--- config.mk ---
export PLATFORM = sky130hd
export DESIGN_NAME = rst_seq_ctrl
export DESIGN_NICKNAME = d
export VERILOG_FILES = /design/src/rtl/rst_seq_ctrl.sv
export SDC_FILE = /design/constraint.sdc
export NUM_CORES = 1
export LEC_CHECK = 0
export ABC_AREA = 1
export BUFFER_PORTS_ARGS = -buffer_cell sky130_fd_sc_hd__buf_2
export CORE_ASPECT_RATIO = 1.5
export CORE_UTILIZATION = 40
export CTS_CLUSTER_DIAMETER = 150
export DETAILED_ROUTE_END_ITERATION = 16
export PLACE_DENSITY = 0.57
export SKIP_CTS_REPAIR_TIMING = 1
export SLEW_MARGIN = 10
export SYNTH_ARGS = -nofsm -noshare
export SYNTH_HDL_FRONTEND = slang
export SYNTH_SLANG_ARGS = --single-unit
export TNS_END_PERCENT = 100
--- constraint.sdc ---
create_clock -name clk -period 2 [get_ports clk]
set_clock_uncertainty 0.15 [all_clocks]
set_input_delay 0.2 -clock clk [delete_from_list [all_inputs] [get_ports clk]]
set_output_delay 0.2 -clock clk [all_outputs]
set_load 0.01 [all_outputs]
--- src/rtl/rst_seq_ctrl.sv ---
`default_nettype none
// ============================================================================
//  Module      : rst_seq_ctrl
//  Description : Reset sequencer.
//                - Asserts every downstream active-low reset asynchronously.
//                - Synchronises release of the master reset to clk.
//                - Releases NUM_OUT reset domains one at a time, in
//                  ascending index order, after a hold period.
//                - Runs a software-requested reset sequence that ends with
//                  a one-cycle acknowledge.
//  Ports       : clk         - clock
//                reset_l     - asynchronous, active-low master reset
//                sw_rst_req  - software reset request (honoured only in RUN)
//                sw_rst_ack  - one-cycle pulse when a sw sequence completes
//                rst_out_l   - sequenced active-low resets (flop outputs)
//                busy        - high whenever the sequencer is not in RUN
//                state       - debug view: 0=HOLD 1=RELEASE 2=RUN
//  Revision    : 1.0  initial release
// ============================================================================
module rst_seq_ctrl #(
    parameter int SYNC_STAGES = 2,
    parameter int NUM_OUT     = 3,
    parameter int HOLD_CYCLES = 8,
    parameter int STAGGER     = 4,
    parameter int CNT_W       = 8
) (
    input  logic               clk,
    input  logic               reset_l,
    input  logic               sw_rst_req,
    output logic               sw_rst_ack,
    output logic [NUM_OUT-1:0] rst_out_l,
    output logic               busy,
    output logic [1:0]         state
);

    // A single-output build still needs a 1-bit index register.
    localparam int IDX_W = (NUM_OUT > 1) ? $clog2(NUM_OUT) : 1;

    typedef enum logic [1:0] {
        ST_HOLD    = 2'd0,
        ST_RELEASE = 2'd1,
        ST_RUN     = 2'd2
    } state_t;

    logic [SYNC_STAGES-1:0] sync_chain;
    logic                   sync_ok;

    state_t             cur_state;
    state_t             next_state;
    logic [CNT_W-1:0]   cnt;
    logic [CNT_W-1:0]   cnt_next;
    logic [IDX_W-1:0]   idx;
    logic [IDX_W-1:0]   idx_next;
    logic               sw_pend;
    logic               sw_pend_next;
    logic               ack_next;
    logic [NUM_OUT-1:0] out_next;

    // Deassertion synchroniser: asserts with reset_l, fills with ones after.
    always_ff @(posedge clk or negedge reset_l) begin
        if (!reset_l) begin
            sync_chain <= '0;
        end else begin
            sync_chain <= {sync_chain[SYNC_STAGES-2:0], 1'b1};
        end
    end

    assign sync_ok = sync_chain[SYNC_STAGES-1];

    // Every sequencer flop clears asynchronously, so rst_out_l drops without
    // waiting for a clock edge and any pending sw request is discarded.
    always_ff @(posedge clk or negedge reset_l) begin
        if (!reset_l) begin
            cur_state  <= ST_HOLD;
            cnt        <= '0;
            idx        <= '0;
            sw_pend    <= 1'b0;
            sw_rst_ack <= 1'b0;
            rst_out_l  <= '0;
        end else begin
            cur_state  <= next_state;
            cnt        <= cnt_next;
            idx        <= idx_next;
            sw_pend    <= sw_pend_next;
            sw_rst_ack <= ack_next;
            rst_out_l  <= out_next;
        end
    end

    always_comb begin
        next_state   = cur_state;
        cnt_next     = cnt;
        idx_next     = idx;
        sw_pend_next = sw_pend;
        ack_next     = 1'b0;
        out_next     = rst_out_l;

        case (cur_state)
            ST_HOLD: begin
                if (!sync_ok) begin
                    cnt_next = '0;
                end else if (cnt == CNT_W'(HOLD_CYCLES - 1)) begin
                    out_next[0] = 1'b1;
                    cnt_next    = '0;
                    if (NUM_OUT == 1) begin
                        next_state   = ST_RUN;
                        ack_next     = sw_pend;
                        sw_pend_next = 1'b0;
                    end else begin
                        next_state = ST_RELEASE;
                        idx_next   = IDX_W'(1);
                    end
                end else begin
                    cnt_next = cnt + CNT_W'(1);
                end
            end

            ST_RELEASE: begin
                if (cnt == CNT_W'(STAGGER - 1)) begin
                    // Decoded compare avoids a variable part-select that
                    // could fall outside rst_out_l for small NUM_OUT.
                    for (int i = 0; i < NUM_OUT; i++) begin
                        if (idx == IDX_W'(i)) begin
                            out_next[i] = 1'b1;
                        end
                    end
                    cnt_next = '0;
                    idx_next = idx + IDX_W'(1);
                    if (idx == IDX_W'(NUM_OUT - 1)) begin
                        next_state   = ST_RUN;
                        ack_next     = sw_pend;
                        sw_pend_next = 1'b0;
                    end
                end else begin
                    cnt_next = cnt + CNT_W'(1);
                end
            end

            ST_RUN: begin
                // Sync chain is already full, so HOLD counts from the next edge.
                if (sw_rst_req) begin
                    out_next     = '0;
                    next_state   = ST_HOLD;
                    cnt_next     = '0;
                    idx_next     = '0;
                    sw_pend_next = 1'b1;
                end
            end

            default: begin
                // Unused encoding: fall back to a fully asserted hold.
                out_next   = '0;
                next_state = ST_HOLD;
                cnt_next   = '0;
                idx_next   = '0;
            end
        endcase
    end

    assign busy  = (cur_state != ST_RUN);
    assign state = cur_state;

endmodule
`default_nettype wire

# --- Word level (Yosys, flattened, before mapping) ---
# Index checks and enable logic that the tools add are counted.
word_totals:
  ff_bits: 19
  inputBits: 3
  out_inout_bits: 7
classes:
  n_addsub: 2
  eq_ne: 14
  mux: 29
  n_bitwise: 1
  n_reduce_logical: 9
op_table:
  columns: ["operator", "n"]
  rows:
  - ["$mux W8", 4]
  - ["$pmux W8 S3", 1]
  - ["$pmux W2 S3", 3]
  - ["$ne A2 B2 Y1 const B", 8]
  - ["$reduce_and A4 Y1", 4]
  - ["$mux W2", 6]
  - ["$mux W1", 11]
  - ["$reduce_and A5 Y1", 2]
  - ["$add A8 B1 Y8 const B", 1]
  - ["$eq A8 B2 Y1 const B", 1]
  - ["$eq A8 B3 Y1 const B", 1]
  - ["$mux W3", 2]
  - ["$eq A2 B1 Y1 const B", 2]
  - ["$eq A2 B2 Y1 const B", 2]
  - ["$logic_not A2 Y1", 2]
  - ["$pmux W1 S3", 1]
  - ["$add A2 B1 Y2 const B", 1]
  - ["$pmux W1 S2", 1]
  - ["$reduce_bool A2 Y1", 1]
  - ["$not A1 Y1", 1]

# --- Depth between registers and ports, before layout ---
# Gate-level depths: netlist (run 1).
logic_depth:
  ltp_word: 4
  ltp_mapped: 8
  depth_no_buf: 8

# --- Worst setup path before layout (run 1) ---
# No wires, ideal clock.
synth_path:
  path_type: "register -> register"
  startpoint: "register cnt[0]"
  endpoint: "register cnt[0]"
  arrival_time_ns: 1.153
  path_slack_ns: 0.578
  stages_incl_launch_ff: 6
  path_buffers: 0
  period_less_slack_ns: 1.422
  cell_sequence: "dfrtp_1 ha_1 nand2_1 o21ai_2 o21ai_2 o21a_1"
synth_via:
  elab_chain_cells: 4
synth_lines:
  columns: ["element", "line_no", "source"]
  rows:
  - ["start: declaration", "50", "logic [CNT_W-1:0] cnt;"]
  - ["start signal: assignment", "82", "cnt <= cnt_next;"]
  - ["$add A8 B1 Y8 or $eq A8 B3 Y1 (tied branches)", "114, 135, 102", null]
  - ["$mux W8", "102", "end else if (cnt == CNT_W'(HOLD_CYCLES - 1)) begin"]
  - ["$mux W8", "100", "if (!sync_ok) begin"]
  - ["$pmux W8 S3 (*)", "98", "case (cur_state)"]
# Every way passes the cells marked *; elsewhere a longest branch is shown, timed or not.
# A chain may end at the register's enable or synchronous reset.

# --- Worst setup path in the final report (run 1) ---
layout_path:
  startpoint: "register cnt[0]"
  endpoint: "register rst_out_l[2]"
layout_via:
  elab_chain_cells: 3
layout_lines:
  columns: ["element", "line_no", "source"]
  rows:
  - ["$eq A8 B2 Y1", "119", "if (cnt == CNT_W'(STAGGER - 1)) begin"]
  - ["$ne A2 B2 Y1 (no line)", null, null]
  - ["$reduce_and A4 Y1 (no line)", null, null]
  - ["end signal: assignment", "86", "rst_out_l <= out_next;"]
  - ["end: declaration", "31", "output logic [NUM_OUT-1:0] rst_out_l,"]
# Every way passes these cells.

==> results of run 1 <==
## cell usage after synthesis (2+ instances only)
library cell / number / area share [%]
a21oi_1: 3 / 1.4
o21ai_1: 5 / 2.3
ha_1: 5 / 5.9
inv_1: 9 / 3.2
dfrtp_1: 19 / 44
nand3_1: 11 / 5.2
o21bai_1: 2 / 1.4
nor2_4: 2 / 2.1
nor2_1: 11 / 3.9
nand2_1: 45 / 16
nor2_2: 2 / 1.2
nand4_1: 5 / 2.9
o21ai_2: 3 / 2.5
inv_2: 4 / 1.4
## report_power, final
part / switching [W] / internal, W / leakage (nW)
clock network: 0.000123 / 0.0000761 / 0.0139
registers: 0.000134 / 0.000522 / 0.239
logic: 0.000699 / 0.000364 / 0.362
## per-stage QoR
stage,power (W),setup WS (ns),instances
detailed placement,0.00173,0.436,168
CTS,0.00194,0.409,172
finish,0.00192,0.420,173
global placement,0.00171,0.420,168
global route,0.00209,0.314,173
floorplan,0.00145,0.578,135
## area by class of cell
cell class / instances / share of cell area (%)
Clock buffer: 3 / 1.90
Clock inverter: 1 / 0.634
Inverter: 14 / 4.86
Multi-Input combinational cell: 102 / 45.2
Sequential cell: 19 / 40.2
Tap cell: 24 / 2.54
Timing Repair Buffer: 10 / 4.65
## metal layers
| metal | track usage (%) | vias up | share of wire, % |
|---|---|---|---|
| met1 | 19.0 | 418 | 41 |
| met4 | 7.95 | 0 | 1.5 |
| met5 | 0 | - | 0 |
| li1 | - | 460 | - |
| met2 | 33.1 | 10 | 55 |
| met3 | 1.92 | 4 | 1.9 |
## worst min-delay path, stage by stage
cell and delay [ns]:
buf_2 0.09, nand3_1 0.08, nand2_1 0.06
## sequential cells by signal, summed over array words and instances (netlist names)
register and count:
cnt 8, idx 2, rst_out_l 3, state 2, sw_pend 1, sw_rst_ack 1
sync_chain 2
## worst max-delay path by stage
stage	from	endpoint	slack, ns	cells after the start
after floorplan	cnt[0]	cnt[0]	0.58	5
after global placement	cnt[0]	state[1]	0.42	7
after detailed placement	cnt[0]	state[1]	0.44	7
after CTS	cnt[0]	rst_out_l[2]	0.41	7
after global routing	cnt[0]	cnt[6]	0.31	7
final	cnt[0]	rst_out_l[2]	0.42	7
## kinds of logic (layout without fill, tap and decap cells)
| group | after synthesis | after routing | synth area share [%] |
|---|---|---|---|
| DFF | 19 | 19 | 44.5 |
| buffers and inverters | 14 | 28 | 5.39 |
| AOI/OAI and AO/OA | 15 | 15 | 8.78 |
| other | 1 | 1 | 0.351 |
| and+or+nand+nor | 80 | 80 | 34.3 |
| adders and majority gates | 5 | 5 | 5.85 |
| xor gates and xnor gates | 1 | 1 | 0.820 |
==> flow_summary.ini, run 1 <==
[global_route]
grt_overflow_total = 0
grt_usage_pct = 17.7
grt_pass1_vias = 882
grt_pass1_wl_um = 3740
grt_max_degree = 20
antenna_found_initial = 0

[placement]
hpwl_um = 1750
place_congestion = 0.876
placed_cell_area_sq_um = 1140
port_buffers = 9

[logic_synthesis]
netlist_area_sq_um = 1070
syn-instance-count = 135
synth-seq-cells = 19
syn_area_per_cell_sq_um = 7.92
ys.flop_type = dfrtp_1
ys_seq_area_share_pct = 44.5
synth_edf_count = 0
synthArstFlopShare_pct = 100
syn_nets = 143
synth_cell_types = 23
yosysWarnings = 0

[cells_and_area]
syn_to_final_growth_pct = 10.8
fin_area_sq_um = 1180
multi_input_area_sq_um = 536
num_antenna_cells = 0
nFillCells = 245
final_cell_mix = nand2_1, dfrtp_1, nor2_1, nand3_1
num-nets-final = 158
layout-drive-gt1-share_pct = 18.1
register_area_sq_um = 475
final_common_cell = nand2_1
final_util_pct = 47.8

[floorplanning]
die_x_um = 44.2
core.rowCount = 22
core_sq_um = 2480
initial_utilization_pct = 43.1
io_pins = 10
dieArea_sq_um = 2890
die_h_um = 65.3

[route]
ant_nets = 0
drt_pass1_iterations = 12
post_drt_wl_per_cell_um = 13.0
vias_per_cell = 5.16
drc = 3
wl_um = 2250
drtIter0Drc = 34
vias = 892

[setup_path]
cp-start-kind = flop
r2r-start = cnt[0]
cp.required_ns = 2.04
crit_family = simple AND/OR/NAND/NOR gates
rr_worst_depth = 7
path_max_fanout = 6
critPathMaxStageDelay_ns = 0.44
crit_path_cell_trace = ha_1 -> nand2_1 -> nor2_2 -> nor2_2 -> nor2_4 -> nand3_1 -> nand2_1
crit_type = reg -> reg
cp-end-kind = flop
reg2reg_slack_ns = 0.42
path_buf_inv = 0
arrival_ns = 1.62
rr_endpoint = rst_out_l[2]
crit_path_top_delay_cell = dfrtp_1

[timing]
rsz0062_at_grt = false
fmax_ghz = 0.633
setup_viol = 0
fin_tns_setup_ns = 0
hold_violations = 0
slew_viol_final = 0
fin_crit_sh_pct = 79.0
whs_ns = 0.0104
final.min_clock_period_ns = 1.58

[min_path]
hold_path_class = in -> reg
hold_start = sw_rst_req
hold_depth = 3
whs_endpoint = sw_pend

[power_and_ir_drop]
ir_worst_vdd_mv = 0.648
leakage_nw = 0.615
p_per_area_nw_per_um2 = 1620

[clock_tree]
htreeDepth = 1
cts_sinks = 19
clkTransAtPathRegs_ns = 0.11
cts_made_buffers = 3
clockBufferDepth = 2
cts_tree = built
clk_latency_ns = 0.30
cts-root-buf = clkbuf_4

[run]
drv_cap = 0

[status]
violations = DRC
status = finished, violations left
(Power assumes the default switching activity.)
==> run 2: changes to the inputs <==
clock period = 1.5 ns   (was 2 ns; I/O delays follow)
==> flow_summary.ini, run 2 (synthesized netlist as in run 1, its figures left out) <==
[status]
status = complete, no violations

[run]
drv_cap = 0

[setup_path]
crit_path_top_delay_cell = dfrtp_1
crit_path_cell_trace = nor2_1 -> nand2_2 -> nor2_4 -> nor2_2 -> nor2_4 -> nand2_1 -> nand2_1 -> nand2_1
rr_worst_depth = 8
cp-end-kind = flop
reg2reg_slack_ns = 0.007
arrival_ns = 1.54
path_max_fanout = 6
crit_end = sw_pend
crit_type = reg -> reg
r2r-start = cnt[2]
critPathMaxStageDelay_ns = 0.45
cp-start-kind = flop
startpoint = cnt[2]
crit_top_cell = nand2_1
rr_endpoint = sw_pend
cp.required_ns = 1.55

[timing]
fin_crit_sh_pct = 99.5
rsz0062_at_grt = true
setup_viol = 0
setup_slack_ns = 0.00710
fin_tns_setup_ns = 0
final.min_clock_period_ns = 1.49
fmax_ghz = 0.670
hold_violations = 0
slew_viol_final = 0

[route]
drc = 0
vias = 961
ant_nets = 0
wl_um = 2310
vias_per_cell = 5.01
drtIter0Drc = 20
drt_pass1_iterations = 6
post_drt_wl_per_cell_um = 12.0

[clock_tree]
cts_tree = built
cts_made_buffers = 3
htreeDepth = 1
cts-root-buf = clkbuf_4
cts_sinks = 19
clkTransAtPathRegs_ns = 0.11
clk_latency_ns = 0.29
clockBufferDepth = 2

[global_route]
grt_pass1_vias = 934
grtUsageMet1_pct = 18.9
gr-max-usage-layer = met2
antenna_found_initial = 0
grt_usage_pct = 17.7
met2_usage_pct = 32.4
grt_overflow_total = 0
grt_max_degree = 20
grt_pass1_wl_um = 3820
met3_usage_pct = 2.20

[placement]
place_ws_ns = 0.0204
hpwl_um = 1710
port_buffers = 9
place_congestion = 0.828

[cells_and_area]
num-nets-final = 177
largest-register = cnt
layout-drive-gt1-share_pct = 33.3
final_common_cell = nand2_1
top_regs = cnt x8, rst_out_l x3
final_util_pct = 56.4
syn_to_final_growth_pct = 30.8
final_cell_mix = nand2_1, dfrtp_1, buf_4
num_antenna_cells = 0
largest_reg_flops = 8

[power_and_ir_drop]
leakage_nw = 0.718
ir_worst_vdd_mv = 1.04
p_per_area_nw_per_um2 = 2100

[floorplanning]
die_h_um = 65.3
core.rowCount = 22
core_sq_um = 2480
initial_utilization_pct = 43.1
io_pins = 10
dieArea_sq_um = 2890
die_x_um = 44.2

[min_path]
hold_path_class = in -> reg
run 2: cell types whose count changed in the layout (fill, tap and decap cells not counted), sizes merged:
| cell | delta |
|---|---|
| dlygate4sd3 | +1 |
| buf | +18 |
| clkinvlp | -1 |
| clkinv | +1 |
run 2: power breakdown:
part	internal, W	switching (W)	total [W]	leakage, nW
Sequential	0.000698	0.000153	0.000851	0.237
Combinational	0.000764	0.00107	0.00183	0.463
Clock	0.0000992	0.000161	0.000260	0.0177
run 2: worst min-delay path by stage:
| stage | depth (start not counted) | startpoint | endpoint | slack, ns |
|---|---|---|---|---|
| final | 4 | sw_rst_req | state[1] | 0.11 |
| after global routing | 4 | sw_rst_req | state[1] | 0.13 |
| after CTS | 1 | reset_l | rst_out_l[0] | -0.37 |
| after detailed placement | 1 | reset_l | sw_pend | -0.03 |
| after global placement | 1 | reset_l | sw_rst_ack | -0.03 |
| after floorplan | 0 | reset_l | cnt[0] | -0.30 |
run 2: layer usage:
metal	wire, um	part of all wire [%]
met2	1270	55
met5	0	0
met1	986	43
met4	22	0.95
met3	30	1.3
run 2: cell type report:
cell class	count	area (sq um)
Clock buffer	3	22.5
Clock inverter	1	5.00
Fill cell	231	1080
Inverter	14	57.6
Multi-Input combinational cell	102	602
Sequential cell	19	477
Tap cell	24	30.0
Timing Repair Buffer	29	204
run 2: critical path, delay by kind of cell (launching register included):
family,cells,cell delay (ns)
simple gates,8,0.81
flops,1,0.45
run 2: through the flow:
stage	power (W)	hold slack (ns)	instances	area [sq um]
6_report	0.00294	0.112	192	1400
5_1_grt	0.00325	0.131	192	1400
4_1_cts	0.00275	-0.374	187	1280
3_5_place_dp	0.00247	-0.0329	183	1260
3_3_place_gp	0.00246	-0.0292	183	1260
2_1_floorplan	0.00193	-0.296	135	1070
